`config.mk`:
```
export PLATFORM = sky130hd
export DESIGN_NAME = undo_lifo_flat
export DESIGN_NICKNAME = d
export VERILOG_FILES = /design/src/rtl/axa_pkg.sv /design/src/rtl/undo_lifo_if.sv /design/src/rtl/undo_lifo_ptr.sv /design/src/rtl/undo_lifo.sv /design/src/flat_wrapper.sv
export SDC_FILE = /design/constraint.sdc
export NUM_CORES = 1
export LEC_CHECK = 0
export ABC_CLOCK_PERIOD_IN_PS = 2900
export BUFFER_PORTS_ARGS = -buffer_cell sky130_fd_sc_hd__buf_2
export CORE_AREA = 2 2 201 203
export CTS_BUF_LIST = sky130_fd_sc_hd__clkbuf_8
export DETAILED_ROUTE_END_ITERATION = 16
export DIE_AREA = 0 0 203 205
export GPL_TIMING_DRIVEN = 1
export PLACE_DENSITY = 0.48
export SLEW_MARGIN = 20
export SYNTH_ARGS = -nofsm -noshare
export SYNTH_HDL_FRONTEND = slang
export SYNTH_SLANG_ARGS = --single-unit
```
`constraint.sdc`:
```
create_clock -name clk -period 2.9 [get_ports clk]
set_input_delay 0.58 -clock clk [delete_from_list [all_inputs] [get_ports clk]]
set_output_delay 0.58 -clock clk [all_outputs]
set_load 0.01 [all_outputs]
```
`src/rtl/axa_pkg.sv`:
```
// rtl/axa_pkg.sv - shared widths, operand source codes and count-width helper
package axa_pkg;

  localparam int WORD_W     = 16;
  localparam int UNDO_DEPTH = 16;

  typedef enum logic [1:0] {
    SRC_REG  = 2'd0,
    SRC_I4   = 2'd1,
    SRC_ADDR = 2'd2,
    SRC_UNDO = 2'd3
  } src_type_e;

  // Bits needed to hold a count from 0 up to depth inclusive.
  function automatic int clog2_count(input int depth);
    return $clog2(depth + 1);
  endfunction

endpackage

```
`src/rtl/undo_lifo_if.sv`:
```
// rtl/undo_lifo_if.sv - push/pop bus between the pipeline and the undo stack
interface undo_lifo_if #(
  parameter int WIDTH = 16,
  parameter int DEPTH = 16
);
  import axa_pkg::*;

  localparam int CNT_W = clog2_count(DEPTH);

  logic             push;
  logic [WIDTH-1:0] push_data;
  logic             pop;
  logic [WIDTH-1:0] pop_data;
  logic             pop_valid;
  logic [WIDTH-1:0] top;
  logic [CNT_W-1:0] count;
  logic             empty;
  logic             full;
  logic             dropped;
  logic             underflow;

  modport master (
    output push, push_data, pop,
    input  pop_data, pop_valid, top, count, empty, full, dropped, underflow
  );

  modport slave (
    input  push, push_data, pop,
    output pop_data, pop_valid, top, count, empty, full, dropped, underflow
  );

endinterface

```
`src/rtl/undo_lifo_ptr.sv`:
```
// rtl/undo_lifo_ptr.sv - wrap-around top-of-stack pointer and saturating entry counter
module undo_lifo_ptr import axa_pkg::*; #(
  parameter  int DEPTH = UNDO_DEPTH,
  localparam int PTR_W = $clog2(DEPTH),
  localparam int CNT_W = clog2_count(DEPTH)
) (
  input  logic             clk,
  input  logic             reset,
  input  logic             i_clear,
  input  logic             i_inc,
  input  logic             i_dec,
  output logic [PTR_W-1:0] o_tos,
  output logic [PTR_W-1:0] o_tos_up,
  output logic [CNT_W-1:0] o_count,
  output logic             o_full,
  output logic             o_empty
);

  localparam logic [PTR_W-1:0] LAST_SLOT = PTR_W'(DEPTH - 1);
  localparam logic [CNT_W-1:0] FULL_CNT  = CNT_W'(DEPTH);

  logic [PTR_W-1:0] r_tos;
  logic [CNT_W-1:0] r_count;
  logic [PTR_W-1:0] w_tos_up;
  logic [PTR_W-1:0] w_tos_dn;

  // Explicit compare-and-wrap so non-power-of-two depths wrap at DEPTH, not 2**PTR_W.
  always_comb begin
    w_tos_up = (r_tos == LAST_SLOT) ? '0 : r_tos + PTR_W'(1);
    w_tos_dn = (r_tos == '0) ? LAST_SLOT : r_tos - PTR_W'(1);
  end

  // Pointer moves on every push; the count saturates at DEPTH so a full push overwrites the oldest slot.
  always_ff @(posedge clk) begin
    if (reset || i_clear) begin
      r_tos   <= LAST_SLOT;
      r_count <= '0;
    end else if (i_inc) begin
      r_tos <= w_tos_up;
      if (r_count != FULL_CNT) r_count <= r_count + CNT_W'(1);
    end else if (i_dec && (r_count != '0)) begin
      r_tos   <= w_tos_dn;
      r_count <= r_count - CNT_W'(1);
    end
  end

  assign o_tos    = r_tos;
  assign o_tos_up = w_tos_up;
  assign o_count  = r_count;
  assign o_full   = (r_count == FULL_CNT);
  assign o_empty  = (r_count == '0);

endmodule

```
`src/rtl/undo_lifo.sv`:
```
// rtl/undo_lifo.sv - circular undo stack keeping the newest DEPTH values; optional clear via UNDO_LIFO_CLEAR_EN
module undo_lifo import axa_pkg::*; #(
  parameter  int WIDTH = WORD_W,
  parameter  int DEPTH = UNDO_DEPTH,
  localparam int PTR_W = $clog2(DEPTH),
  localparam int CNT_W = clog2_count(DEPTH)
) (
  input  logic        clk,
  input  logic        reset,
`ifdef UNDO_LIFO_CLEAR_EN
  input  logic        clear,
`endif
  undo_lifo_if.slave  bus
);

  logic [WIDTH-1:0] r_mem [DEPTH];
  logic [WIDTH-1:0] r_pop_data;
  logic             r_pop_valid;
  logic             r_dropped;
  logic             r_underflow;

  logic             w_clear;
  logic             w_push_only;
  logic             w_pop_only;
  logic             w_both;
  logic [PTR_W-1:0] w_tos;
  logic [PTR_W-1:0] w_tos_up;
  logic [CNT_W-1:0] w_count;
  logic             w_full;
  logic             w_empty;

`ifdef UNDO_LIFO_CLEAR_EN
  assign w_clear = clear;
`else
  assign w_clear = 1'b0;
`endif

  // Classify the request; clear suppresses every push/pop in its cycle.
  always_comb begin
    w_push_only = bus.push && !bus.pop && !w_clear;
    w_pop_only  = bus.pop && !bus.push && !w_clear;
    w_both      = bus.push && bus.pop && !w_clear;
  end

  undo_lifo_ptr #(.DEPTH(DEPTH)) u_ptr (
    .clk      (clk),
    .reset    (reset),
    .i_clear  (w_clear),
    .i_inc    (w_push_only),
    .i_dec    (w_pop_only),
    .o_tos    (w_tos),
    .o_tos_up (w_tos_up),
    .o_count  (w_count),
    .o_full   (w_full),
    .o_empty  (w_empty)
  );

  // Storage write: a push lands one slot above top; replace-top overwrites top in place.
  always_ff @(posedge clk) begin
    if (!reset) begin
      if (w_push_only) begin
        r_mem[w_tos_up] <= bus.push_data;
      end else if (w_both && !w_empty) begin
        r_mem[w_tos] <= bus.push_data;
      end
    end
  end

  // Registered pop result and single-cycle status pulses; pop_data holds when nothing is popped.
  always_ff @(posedge clk) begin
    if (reset) begin
      r_pop_data  <= '0;
      r_pop_valid <= 1'b0;
      r_dropped   <= 1'b0;
      r_underflow <= 1'b0;
    end else begin
      r_pop_valid <= 1'b0;
      r_dropped   <= 1'b0;
      r_underflow <= 1'b0;
      if (w_both) begin
        r_pop_valid <= 1'b1;
        r_pop_data  <= w_empty ? bus.push_data : r_mem[w_tos];
      end else if (w_pop_only) begin
        if (w_empty) begin
          r_underflow <= 1'b1;
        end else begin
          r_pop_valid <= 1'b1;
          r_pop_data  <= r_mem[w_tos];
        end
      end else if (w_push_only) begin
        r_dropped <= w_full;
      end
    end
  end

  assign bus.pop_data  = r_pop_data;
  assign bus.pop_valid = r_pop_valid;
  assign bus.dropped   = r_dropped;
  assign bus.underflow = r_underflow;
  assign bus.count     = w_count;
  assign bus.empty     = w_empty;
  assign bus.full      = w_full;
  assign bus.top       = w_empty ? '0 : r_mem[w_tos];

endmodule

```
`src/flat_wrapper.sv`:
```
// flat-port wrapper written by rule: the top's interface ports become plain ports
module undo_lifo_flat import axa_pkg::*;
#(
  parameter  int WIDTH = WORD_W,
  parameter  int DEPTH = UNDO_DEPTH,
  localparam int PTR_W = $clog2(DEPTH),
  localparam int CNT_W = clog2_count(DEPTH)
)
  (clk, reset, bus_push, bus_push_data, bus_pop, bus_pop_data, bus_pop_valid, bus_top, bus_count, bus_empty, bus_full, bus_dropped, bus_underflow);
  undo_lifo_if #(.WIDTH(WIDTH), .DEPTH(DEPTH)) bus_i ();
  input  logic clk;
  input  logic reset;
  input wire logic [$bits(bus_i.push)-1:0] bus_push;
  input wire logic [$bits(bus_i.push_data)-1:0] bus_push_data;
  input wire logic [$bits(bus_i.pop)-1:0] bus_pop;
  output wire logic [$bits(bus_i.pop_data)-1:0] bus_pop_data;
  output wire logic [$bits(bus_i.pop_valid)-1:0] bus_pop_valid;
  output wire logic [$bits(bus_i.top)-1:0] bus_top;
  output wire logic [$bits(bus_i.count)-1:0] bus_count;
  output wire logic [$bits(bus_i.empty)-1:0] bus_empty;
  output wire logic [$bits(bus_i.full)-1:0] bus_full;
  output wire logic [$bits(bus_i.dropped)-1:0] bus_dropped;
  output wire logic [$bits(bus_i.underflow)-1:0] bus_underflow;
  assign bus_i.push = bus_push;
  assign bus_i.push_data = bus_push_data;
  assign bus_i.pop = bus_pop;
  assign bus_pop_data = bus_i.pop_data;
  assign bus_pop_valid = bus_i.pop_valid;
  assign bus_top = bus_i.top;
  assign bus_count = bus_i.count;
  assign bus_empty = bus_i.empty;
  assign bus_full = bus_i.full;
  assign bus_dropped = bus_i.dropped;
  assign bus_underflow = bus_i.underflow;
  undo_lifo #(.WIDTH(WIDTH), .DEPTH(DEPTH)) u_core (.clk(clk), .reset(reset), .bus(bus_i));
endmodule
```
==> results.yml, run 1 <==
timing:
  fmaxAchievable_mhz: 328.7
  finalMaxSlewViolations: 0
  setup_viol: 16
  period_minus_slack_ps: 3042
  whs_ps: 385.5
  min_period_over_period_pct: 104.9
  rsz0062_at_grt: "yes"
  worst_slack_ps: -142.0
  relSlewSlack_pct: 26.83
  finalSetupTns_ps: -1812
  tightest_slew_ps: 1096
  clock_skew_ps: 9.495
  hold_violations: 0
logic_synthesis:
  synthFlopType: "edfxtp_1"
  async_flop_share_pct: 0
  syn_inst: 637
  syn_area_per_cell_sq_um: 18.28
  ys_seq_area_share_pct: 71.50
  yosys_warnings: 0
  syn_area_sq_mm: 0.01165
  synth_cell_types: 53
  ys_seq_elements: 288
  synth_edf_count: 256
  syn_nets: 664
grt:
  grt-ovfl-total: 0
  antenna_found_initial: 0
  grt_max_degree: 33
  grt_pass1_vias: 6842
  gr-usage-all-layers_pct: 14.56
  grt_pass1_wl_um: 43810
run_status:
  outcome: "complete, but fails checks"
  violations: "negative setup slack"
detailed_routing:
  vias: 6373
  routed_wirelength_um: 29770
  first_pass_iters: 5
  drt-vias-per-instance: 4.792
  antenna_left: 0
  drt-wirelength-per-cell_um: 22.39
  drc_errors: 0
  drt_iter0_drc: 404
finish:
  multiInputGateArea_sq_mm: 0.003209
  area_growth_pct: 21.90
  fin_nets: 796
  fillCellCount: 3691
  fin_util_pct: 36.07
  drive_above_1_share_pct: 39.18
  ff_latch_area_sq_mm: 0.008337
  finalNonFillerCells: 1330
  fin_area_sq_mm: 0.01420
clock_network:
  ctsHtreeMaxLevel: 2
  cts.clk_slew.worst_paths_ps: 70
  numCtsBuffers: 47
  cts_sinks: 288
  cts_tree: "built"
  ctsHoldBuffers: 0
  clockRootBuffer: "clkbuf_8"
  insertion_delay_ps: 560
  cts_buffer_depth: 3
floorplan:
  io_pins: 62
  rows: 73
  die_area_sq_mm: 0.04162
  die_h_um: 205
  die_x_um: 203
  initial_core_util_pct: 29.59
  design.core.area_sq_mm: 0.03937
placement:
  placed_area_sq_mm: 0.01296
  gp_congestion: 0.7439
  hpwl_um: 17410
  dp_worst_setup_slack_ps: 283.5
  io_buffers: 61
  dp_cells: 1230
power:
  irDropWorstVdd_uv: 385.1
  pwr_density_cell_mw_per_mm2: 760.0
  leakagePower_nw: 4.980
  p_total_mw: 10.79
critical_path:
  r2r_slack_ps: 480
  r2r_start: "u_core.u_ptr.o_tos[0]$_SDFFE_PP1N_"
  cp-start-kind: "flop"
  crit_end: "bus_top[3]"
  crit_fanout: 6
  cp_data_arrival_time_ps: 2460
  worstReg2RegEnd: "u_core.r_mem[10][14]$_DFFE_PP_"
  endpoint_kind: "output port"
  crit_type: "flop to output port"
  worstPathRequired_ps: 2320
  r2r_cells: 6
worst_hold_path:
  hp-class: "input pin to flop"
run:
  drv_cap: 0
-- placed cells by master (no fill, tap or decap), drive strengths merged, types with 6 or more instances in the layout --
master,Yosys,layout
edfxtp,256,256
buf,19,119
mux4,65,65
nor2,62,62
clkbuf,19,51
a21oi,49,49
dfxtp,32,32
inv,11,29
mux2i,19,19
mux2,16,16
o221ai,15,15
clkinv,0,13
nand2,12,12
nor3,9,9
o21ai,7,7
ha,6,6
-- where the power goes --
group / internal (mW) / switching [mW]
Sequential: 4.74 / 0.147
Combinational: 1.13 / 1.45
Clock: 1.75 / 1.58
Total: 7.61 / 3.18
-- worst min-delay path by stage --
| stage | start | slack [ps] | to | cells after the start |
|---|---|---|---|---|
| 3_5_place_dp | u_core.bus.pop_data[5]$_SDFFE_PP0P_ | 530 | u_core.bus.pop_data[5]$_SDFFE_PP0P_ | 2 |
| 3_3_place_gp | u_core.bus.pop_data[11]$_SDFFE_PP0P_ | 520 | u_core.bus.pop_data[11]$_SDFFE_PP0P_ | 2 |
| 6_report | reset | 390 | u_core.u_ptr.o_count[4]$_SDFFE_PP0P_ | 3 |
| 4_1_cts | reset | 360 | u_core.u_ptr.o_count[4]$_SDFFE_PP0P_ | 3 |
| 2_1_floorplan | u_core.bus.pop_data[5]$_SDFFE_PP0P_ | 540 | u_core.bus.pop_data[5]$_SDFFE_PP0P_ | 2 |
| 5_1_grt | reset | 380 | u_core.u_ptr.o_count[4]$_SDFFE_PP0P_ | 3 |
-- Yosys cell counts, types with 6 or more instances --
library cell | count | area (sq um)
a21oi_1 | 40 | 200.2
a21oi_2 | 9 | 78.83
buf_2 | 10 | 50.05
clkbuf_1 | 17 | 63.81
dfxtp_1 | 32 | 640.6
edfxtp_1 | 256 | 7687
ha_1 | 6 | 75.07
inv_1 | 9 | 33.78
mux2_2 | 16 | 180.2
mux2i_1 | 19 | 190.2
mux4_2 | 65 | 1464
nand2_1 | 12 | 45.04
nor2_1 | 60 | 225.2
nor3_1 | 8 | 40.04
o21ai_0 | 6 | 30.03
o221ai_1 | 12 | 105.1
-- registers in the layout (all words and copies together), names as in the netlist, named ones only --
name,count
u_core.bus.underflow,1
u_core.r_mem,256
u_core.u_ptr.o_tos,4
u_core.bus.pop_data,16
u_core.bus.pop_valid,1
u_core.u_ptr.o_count,5
u_core.bus.dropped,1
-- logic make-up (layout without fill, tap and decap cells) --
logic type               after synthesis  after routing  share of synthesized area, %
AO/OA/AOI/OAI                         88             88                         5.414
XOR/XNOR                               4              4                        0.3008
adder cells (fa/ha/maj)                7              7                        0.8164
buffers and inverters                 49            216                         2.181
flip-flops                           288            288                         71.50
multiplexers                         100            100                         15.75
other                                  0              1                             0
AND/OR/NAND/NOR                      101            101                         4.039
-- metal layers --
layer  wire length (um)  GRT usage (%)
met1              14030          20.53
met2              13750          23.37
met3               1528          2.545
met4                466          3.676
met5                  0              0
-- worst max-delay path, stage by stage (launching register included) --
cell and delay (ps):
dfxtp_4 390, buf_4 150, clkbuf_16 160, mux4_2 510, mux2_4 300, a21oi_4 210, nor2_1 50, buf_2 130
-- timing repair --
action                                  CTS  global route
gates resized for setup                  22             2
pin swaps                                 3             0
endpoints found under the setup margin   16            16
buffers inserted                          9             0
gates cloned                              4             2
-- layout make-up --
| type | count | share of cell area, % |
|---|---|---|
| sequential | 288 | 58.72 |
| timing repair buffer | 121 | 7.570 |
| clock buffer | 49 | 4.750 |
| clock inverter | 35 | 1.428 |
| tap | 525 | 4.626 |
| multi-input combinational | 300 | 22.60 |
| inverter | 11 | 0.2908 |
| antenna | 1 | 0.01762 |
Note: power is estimated with default switching activity, not from simulation.
==> run 2: changes to the inputs <==
--- a/config.mk
+++ b/config.mk
@@ -8,7 +8,7 @@
 export ABC_CLOCK_PERIOD_IN_PS = 2900
 export BUFFER_PORTS_ARGS = -buffer_cell sky130_fd_sc_hd__buf_2
 export CORE_AREA = 2 2 201 203
-export CTS_BUF_LIST = sky130_fd_sc_hd__clkbuf_8
+export CTS_BUF_LIST = sky130_fd_sc_hd__clkbuf_16
 export DETAILED_ROUTE_END_ITERATION = 16
 export DIE_AREA = 0 0 203 205
 export GPL_TIMING_DRIVEN = 1
==> run 2 against run 1 <==
  * Sequential share of layout area about the same
  * Hold slack improved by 23 ps
  * Die area unchanged
  * Global-route usage down 0.30 points
  * First-iteration DRC count is 19% higher
  * Clock-buffer cell count down 20
  * Sequential cell count stayed put
  * Via count fell by 1.2%
  * Critical path depth grew 2
  * Utilization hardly changed
  * Largest power group unchanged
  * The run still ends with negative setup slack left
  * Final cell count shrank 2.3%
==> results.yml, run 2 (synthesis results as in run 1) <==
timing:
  clock_skew_ps: 14.43
  rsz0062_at_grt: "yes"
  setup_viol: 16
  finalMaxSlewViolations: 0
  period_minus_slack_ps: 3022
  tightest_slew_ps: 1093
  min_period_over_period_pct: 104.2
  fmaxAchievable_mhz: 330.9
  worst_slack_ps: -122.1
  hold_violations: 0
  relSlewSlack_pct: 27.04
clock_network:
  ctsHtreeMaxLevel: 1
  ctsHoldBuffers: 0
  clockRootBuffer: "clkbuf_16"
  cts.clk_slew.worst_paths_ps: 60
  numCtsBuffers: 29
  cts_sinks: 288
  insertion_delay_ps: 550
  cts_buffer_depth: 3
  cts_tree: "built"
critical_path:
  worstPathRequired_ps: 2320
  endpoint_kind: "output port"
  cp_data_arrival_time_ps: 2440
  cp-start-kind: "flop"
  crit_type: "flop to output port"
  crit_fanout: 6
finish:
  final_common_cell: "edfxtp_1"
  fin_nets: 778
  fin_area_sq_mm: 0.01419
  largest_reg_flops: 256
  drive_above_1_share_pct: 38.55
  final_cell_mix: "edfxtp_1 (256), mux4_2 (65), buf_2 (61)"
  fillCellCount: 3678
  area_growth_pct: 21.85
  regMostFlops: "u_core.r_mem"
floorplan:
  die_area_sq_mm: 0.04162
  design.core.area_sq_mm: 0.03937
  die_h_um: 205
  rows: 73
  io_pins: 62
  die_x_um: 203
  initial_core_util_pct: 29.59
power:
  p_total_mw: 10.98
  pwr_density_cell_mw_per_mm2: 773.4
  irDropWorstVdd_uv: 456.8
  leakagePower_nw: 4.909
grt:
  grt_max_degree: 33
  grt_pass1_vias: 6643
  antenna_found_initial: 0
  grt_pass1_wl_um: 43360
  gr-usage-all-layers_pct: 14.26
  grt-ovfl-total: 0
detailed_routing:
  drc_errors: 0
  drt-wirelength-per-cell_um: 22.61
  first_pass_iters: 5
  drt_iter0_drc: 481
  vias: 6294
  drt-vias-per-instance: 4.845
  routed_wirelength_um: 29370
  antenna_left: 0
run_status:
  outcome: "complete, but fails checks"
  violations: "negative setup slack"
placement:
  hpwl_um: 17410
  io_buffers: 61
  gp_congestion: 0.7439
  placed_area_sq_mm: 0.01296
worst_hold_path:
  hp-class: "input pin to flop"
run:
  drv_cap: 0
## run 2: cell types whose count changed in the layout (fill, tap and decap cells not counted), moves of 2 or more
cell       before  now
nor2_2         14   16
clkbuf_16       2   30
nor2_1         48   46
inv_1          27   16
clkbuf_8       49    0
## run 2: worst paths after layout
| kind | cells past startpoint | slack, ps | to | startpoint |
|---|---|---|---|---|
| max | 9 | -120 | bus_top[14] | flop |
| min | 3 | 410 | u_core.u_ptr.o_count[4]$_SDFFE_PP0P_ | reset |
| max reg2reg | 6 | 480 | u_core.bus.pop_data[12]$_SDFFE_PP0P_ | u_core.u_ptr.o_count[1]$_SDFFE_PP0P_ |
| min reg2reg | 2 | 540 | u_core.bus.pop_data[13]$_SDFFE_PP0P_ | u_core.bus.pop_data[13]$_SDFFE_PP0P_ |
## run 2: area by class of cell
| type | instances | area, sq um | area share, % |
|---|---|---|---|
| Sequential cell | 288 | 8337 | 58.74 |
| Multi-Input combinational cell | 300 | 3218 | 22.67 |
| Timing Repair Buffer | 121 | 1050 | 7.397 |
| Clock buffer | 29 | 725.7 | 5.113 |
| Tap cell | 525 | 656.9 | 4.628 |
| Clock inverter | 24 | 161.4 | 1.137 |
| Inverter | 11 | 41.29 | 0.2909 |
| Antenna cell | 1 | 2.502 | 0.01763 |
## run 2: per-layer routing
| metal | GRT usage, % | routed length (um) |
|---|---|---|
| met1 | 20.44 | 13970 |
| met2 | 23.31 | 13660 |
| met3 | 1.925 | 1251 |
| met4 | 2.842 | 497 |
| met5 | 0 | 0 |
## run 2: power breakdown
part / switching, mW / internal, mW / leakage [nW]
sequential: 0.150 / 4.74 / 2.57
combinational: 1.44 / 1.12 / 1.87
clock: 1.54 / 1.99 / 0.467
total: 3.13 / 7.85 / 4.91
## run 2: through the flow
step	hold WS (ps)	setup TNS [ps]	util, %	worst slack, ps	std cells
after floorplan	537.7	-3769	-	-78.75	637
after detailed placement	533.3	0	32.92	283.5	1230
after global placement	519.2	0	32.92	274.1	1230
after CTS	393.8	-2412	35.86	-178.6	1293
after global routing	410.5	-3243	36.05	-257.1	1298
final	408.3	-1507	36.05	-122.1	1299
## run 2: timing repair
| item | 4_1_cts | 5_1_grt |
|---|---|---|
| setup buffers | 6 | 5 |
| endpoints found under the setup margin | 16 | 16 |
| gates cloned | 4 | 1 |
| pin swaps | 4 | 1 |
| resized for setup | 21 | 9 |
## run 2: critical path, cell delays in order (launching register included)
cell and delay, ps:
dfxtp_4 380, buf_12 130, buf_12 120, buf_16 130, mux4_2 490, mux2i_1 150, nor2_1 70, a21oi_2 220
nor2_1 70, buf_2 140
==> run 3: changes to the inputs <==
--- a/config.mk
+++ b/config.mk
@@ -5,12 +5,13 @@
 export SDC_FILE = /design/constraint.sdc
 export NUM_CORES = 1
 export LEC_CHECK = 0
+export ABC_AREA = 1
 export ABC_CLOCK_PERIOD_IN_PS = 2900
 export BUFFER_PORTS_ARGS = -buffer_cell sky130_fd_sc_hd__buf_2
-export CORE_AREA = 2 2 201 203
+export CORE_AREA = 2 2 208 210
 export CTS_BUF_LIST = sky130_fd_sc_hd__clkbuf_16
 export DETAILED_ROUTE_END_ITERATION = 16
-export DIE_AREA = 0 0 203 205
+export DIE_AREA = 0 0 210 212
 export GPL_TIMING_DRIVEN = 1
 export PLACE_DENSITY = 0.48
 export SLEW_MARGIN = 20
==> run 3 against run 2 <==
  * The flow now finishes without violations
  * Register-to-register slack improved by 40 ps
  * Combinational power decreased by 13%
  * Worst setup slack improved by 250 ps
  * Hold slack got worse by 18 ps
  * Via count increased by 42%
  * Non-clock buffer count decreased by 8
  * First-iteration DRC count increased by 50%
  * Clock power increased by 15%
  * Synthesized cell count increased by 98%
  * Sequential share of layout area decreased by 3.0 points
  * Largest power group unchanged
  * Highest routed layer is now met5
==> results.yml, run 3 <==
run_status:
  outcome: "finished clean"
clock_network:
  ctsHoldBuffers: 0
  cts_sinks: 288
  cts.clk_slew.worst_paths_ps: 50
  clockRootBuffer: "clkbuf_16"
  ctsHtreeMaxLevel: 2
  cts_tree: "built"
  numCtsBuffers: 34
  insertion_delay_ps: 520
  cts_buffer_depth: 3
critical_path:
  cp_slowest_stage_delay_ps: 390
  cpMostUsedCell: "nand2_1"
  worstPathRequired_ps: 2320
  slowest_stage: "dfxtp_4"
  critical_path.cell_chain: "inv_4 > buf_8 > nand2_1 > nand2_1 > nand2_1 > nand3_1 > nand3_1 > a21oi_1 > buf_2"
  cp.buffers_inverters: 3
  cp_data_arrival_time_ps: 2200
  critical-path-top-delay-family: "buffers and inverters"
  crit_fanout: 36
  cp-start-kind: "flop"
  r2r_slack_ps: 520
  crit_type: "flop to output port"
  endpoint_kind: "output port"
finish:
  multiInputGateArea_sq_mm: 0.003435
  area_growth_pct: 18.84
  diodes: 0
  drive_above_1_share_pct: 14.99
  final_cell_mix: "nand2_1 (438), edfxtp_1 (256), nand3_1 (185)"
  ff_latch_area_sq_mm: 0.008333
  fin_nets: 1376
  largest_reg_flops: 256
  fillCellCount: 4263
  regMostFlops: "u_core.r_mem"
  final_common_cell: "nand2_1"
logic_synthesis:
  synth_cell_types: 36
  synth_edf_count: 256
  ys_seq_area_share_pct: 66.23
  syn_nets: 1287
  yosys-top-cells-count: "nand2_1 (438), edfxtp_1 (256), nand3_1 (187)"
  async_flop_share_pct: 0
  yosysMostFrequentCell: "nand2_1"
  synth_area_leaders: "edfxtp_1 (61%), nand2_1 (13%), nand3_1 (7.4%)"
  synth_top_area_share_pct: 61.13
  yosys_warnings: 0
  syn_area_sq_mm: 0.01257
  synthFlopType: "edfxtp_1"
  synth_top_area_cell: "edfxtp_1"
  ys_seq_elements: 288
  syn_area_per_cell_sq_um: 9.980
  syn_inst: 1260
detailed_routing:
  wl_met3_um: 2155
  met2_length_um: 17260
  routed_wirelength_um: 36960
  wl_met1_um: 16560
  vias: 8923
  drt-wirelength-per-cell_um: 19.25
  topRoutingLayerUsed: "met5"
  drt_iter0_drc: 721
  first_pass_iters: 5
  antenna_left: 0
  drc_errors: 0
  drt-vias-per-instance: 4.647
floorplan:
  die_h_um: 212
  design.core.area_sq_mm: 0.04251
  initial_core_util_pct: 29.58
  die_x_um: 210
  io_pins: 62
  rows: 76
  die_area_sq_mm: 0.04452
grt:
  gr-usage-all-layers_pct: 16.63
  antenna_found_initial: 5
  grt_max_degree: 54
  grt-ovfl-total: 0
  grt_pass1_vias: 8631
  grt_pass1_wl_um: 54970
run:
  drv_cap: 0
placement:
  dp_worst_setup_slack_ps: 360.7
  hpwl_um: 23080
  io_buffers: 61
  gp_congestion: 0.8043
timing:
  rsz0062_at_grt: "no"
  tightest_slew_ps: 792.2
  relSlewSlack_pct: 46.98
  fmaxAchievable_mhz: 360.2
  finalSetupTns_ps: 0
  period_minus_slack_ps: 2776
  clock_skew_ps: 25.04
  min_period_over_period_pct: 95.74
  whs_ps: 389.9
  setup_viol: 0
  hold_violations: 0
  finalMaxSlewViolations: 0
  worst_slack_ps: 123.6
power:
  irDropWorstVdd_uv: 344.9
  leakagePower_nw: 6.301
  pwr_density_cell_mw_per_mm2: 740.2
  p_total_mw: 11.06
worst_hold_path:
  hp-class: "input pin to flop"
## run 3: changes by cell type after synthesis, moves of 19 or more
cell | previous run | this run
nand2_1 | 12 | 438
nand3_1 | 2 | 187
inv_1 | 9 | 144
mux4_2 | 65 | 0
buf_2 | 10 | 32
mux2i_1 | 19 | 0
## run 3: worst register-to-register path, stage by stage, from the launching register on
cell and delay, ps:
dfxtp_1 450, ha_1 230, nand2_1 80, o21ai_0 260, nand2_1 120, o21ai_2 100, nand3_1 260, nor2_2 220
buf_4 330
## run 3: metrics by stage
stage          std cells  util [%]  area [sq um]
2_1_floorplan       1260         -         12570
3_3_place_gp        1853     32.39         13770
3_5_place_dp        1853     32.39         13770
4_1_cts             1915     34.95         14860
5_1_grt             1920     35.16         14940
6_report            1920     35.16         14940
## run 3: final cells by class
cell class                 instances  area share (%)
clock buffer                      35           5.861
clock inverter                    26           1.231
inverter                         151           3.852
multi-input combinational        761           22.98
sequential                       288           55.76
tap                              546           4.572
timing repair buffer             113           5.736
## run 3: cell families (layout without fill, tap and decap cells)
logic type | after synthesis | after routing | share of synthesized area, %
simple gates | 690 | 690 | 23.00
flops | 288 | 288 | 66.23
buf+inv | 211 | 325 | 7.035
compound gates | 60 | 60 | 2.706
fa+ha+maj | 7 | 7 | 0.7562
xor+xnor | 4 | 4 | 0.2787
## run 3: worst paths after layout
| path | from | end | depth (start not counted) |
|---|---|---|---|
| min | bus_push | u_core.bus.underflow$_SDFF_PP0_ | 2 |
| min reg2reg | u_core.bus.pop_data[10]$_SDFFE_PP0P_ | u_core.bus.pop_data[10]$_SDFFE_PP0P_ | 2 |
| max | flop | bus_top[10] | 9 |
| max reg2reg | u_core.u_ptr.o_tos[0]$_SDFFE_PP1N_ | u_core.r_mem[8][1]$_DFFE_PP_ | 8 |
## run 3: repair_timing
action	4_1_cts	5_1_grt
gates resized for setup	6	7
gates cloned	0	1
setup endpoints to repair	11	11
setup buffers	1	4
## run 3: per-layer routing
layer	up-vias	GRT usage (%)
li1	4321	-
met1	4300	22.70
met2	238	26.97
met3	58	3.220
met4	6	4.818
met5	-	0
## run 3: report_power, final
group          leakage, nW  switching (mW)  internal, mW  total, mW
combinational         3.18            1.54         0.689       2.23
clock                0.551            1.67          2.37       4.04
sequential            2.57          0.0934          4.70       4.79
total                 6.30            3.30          7.76       11.1
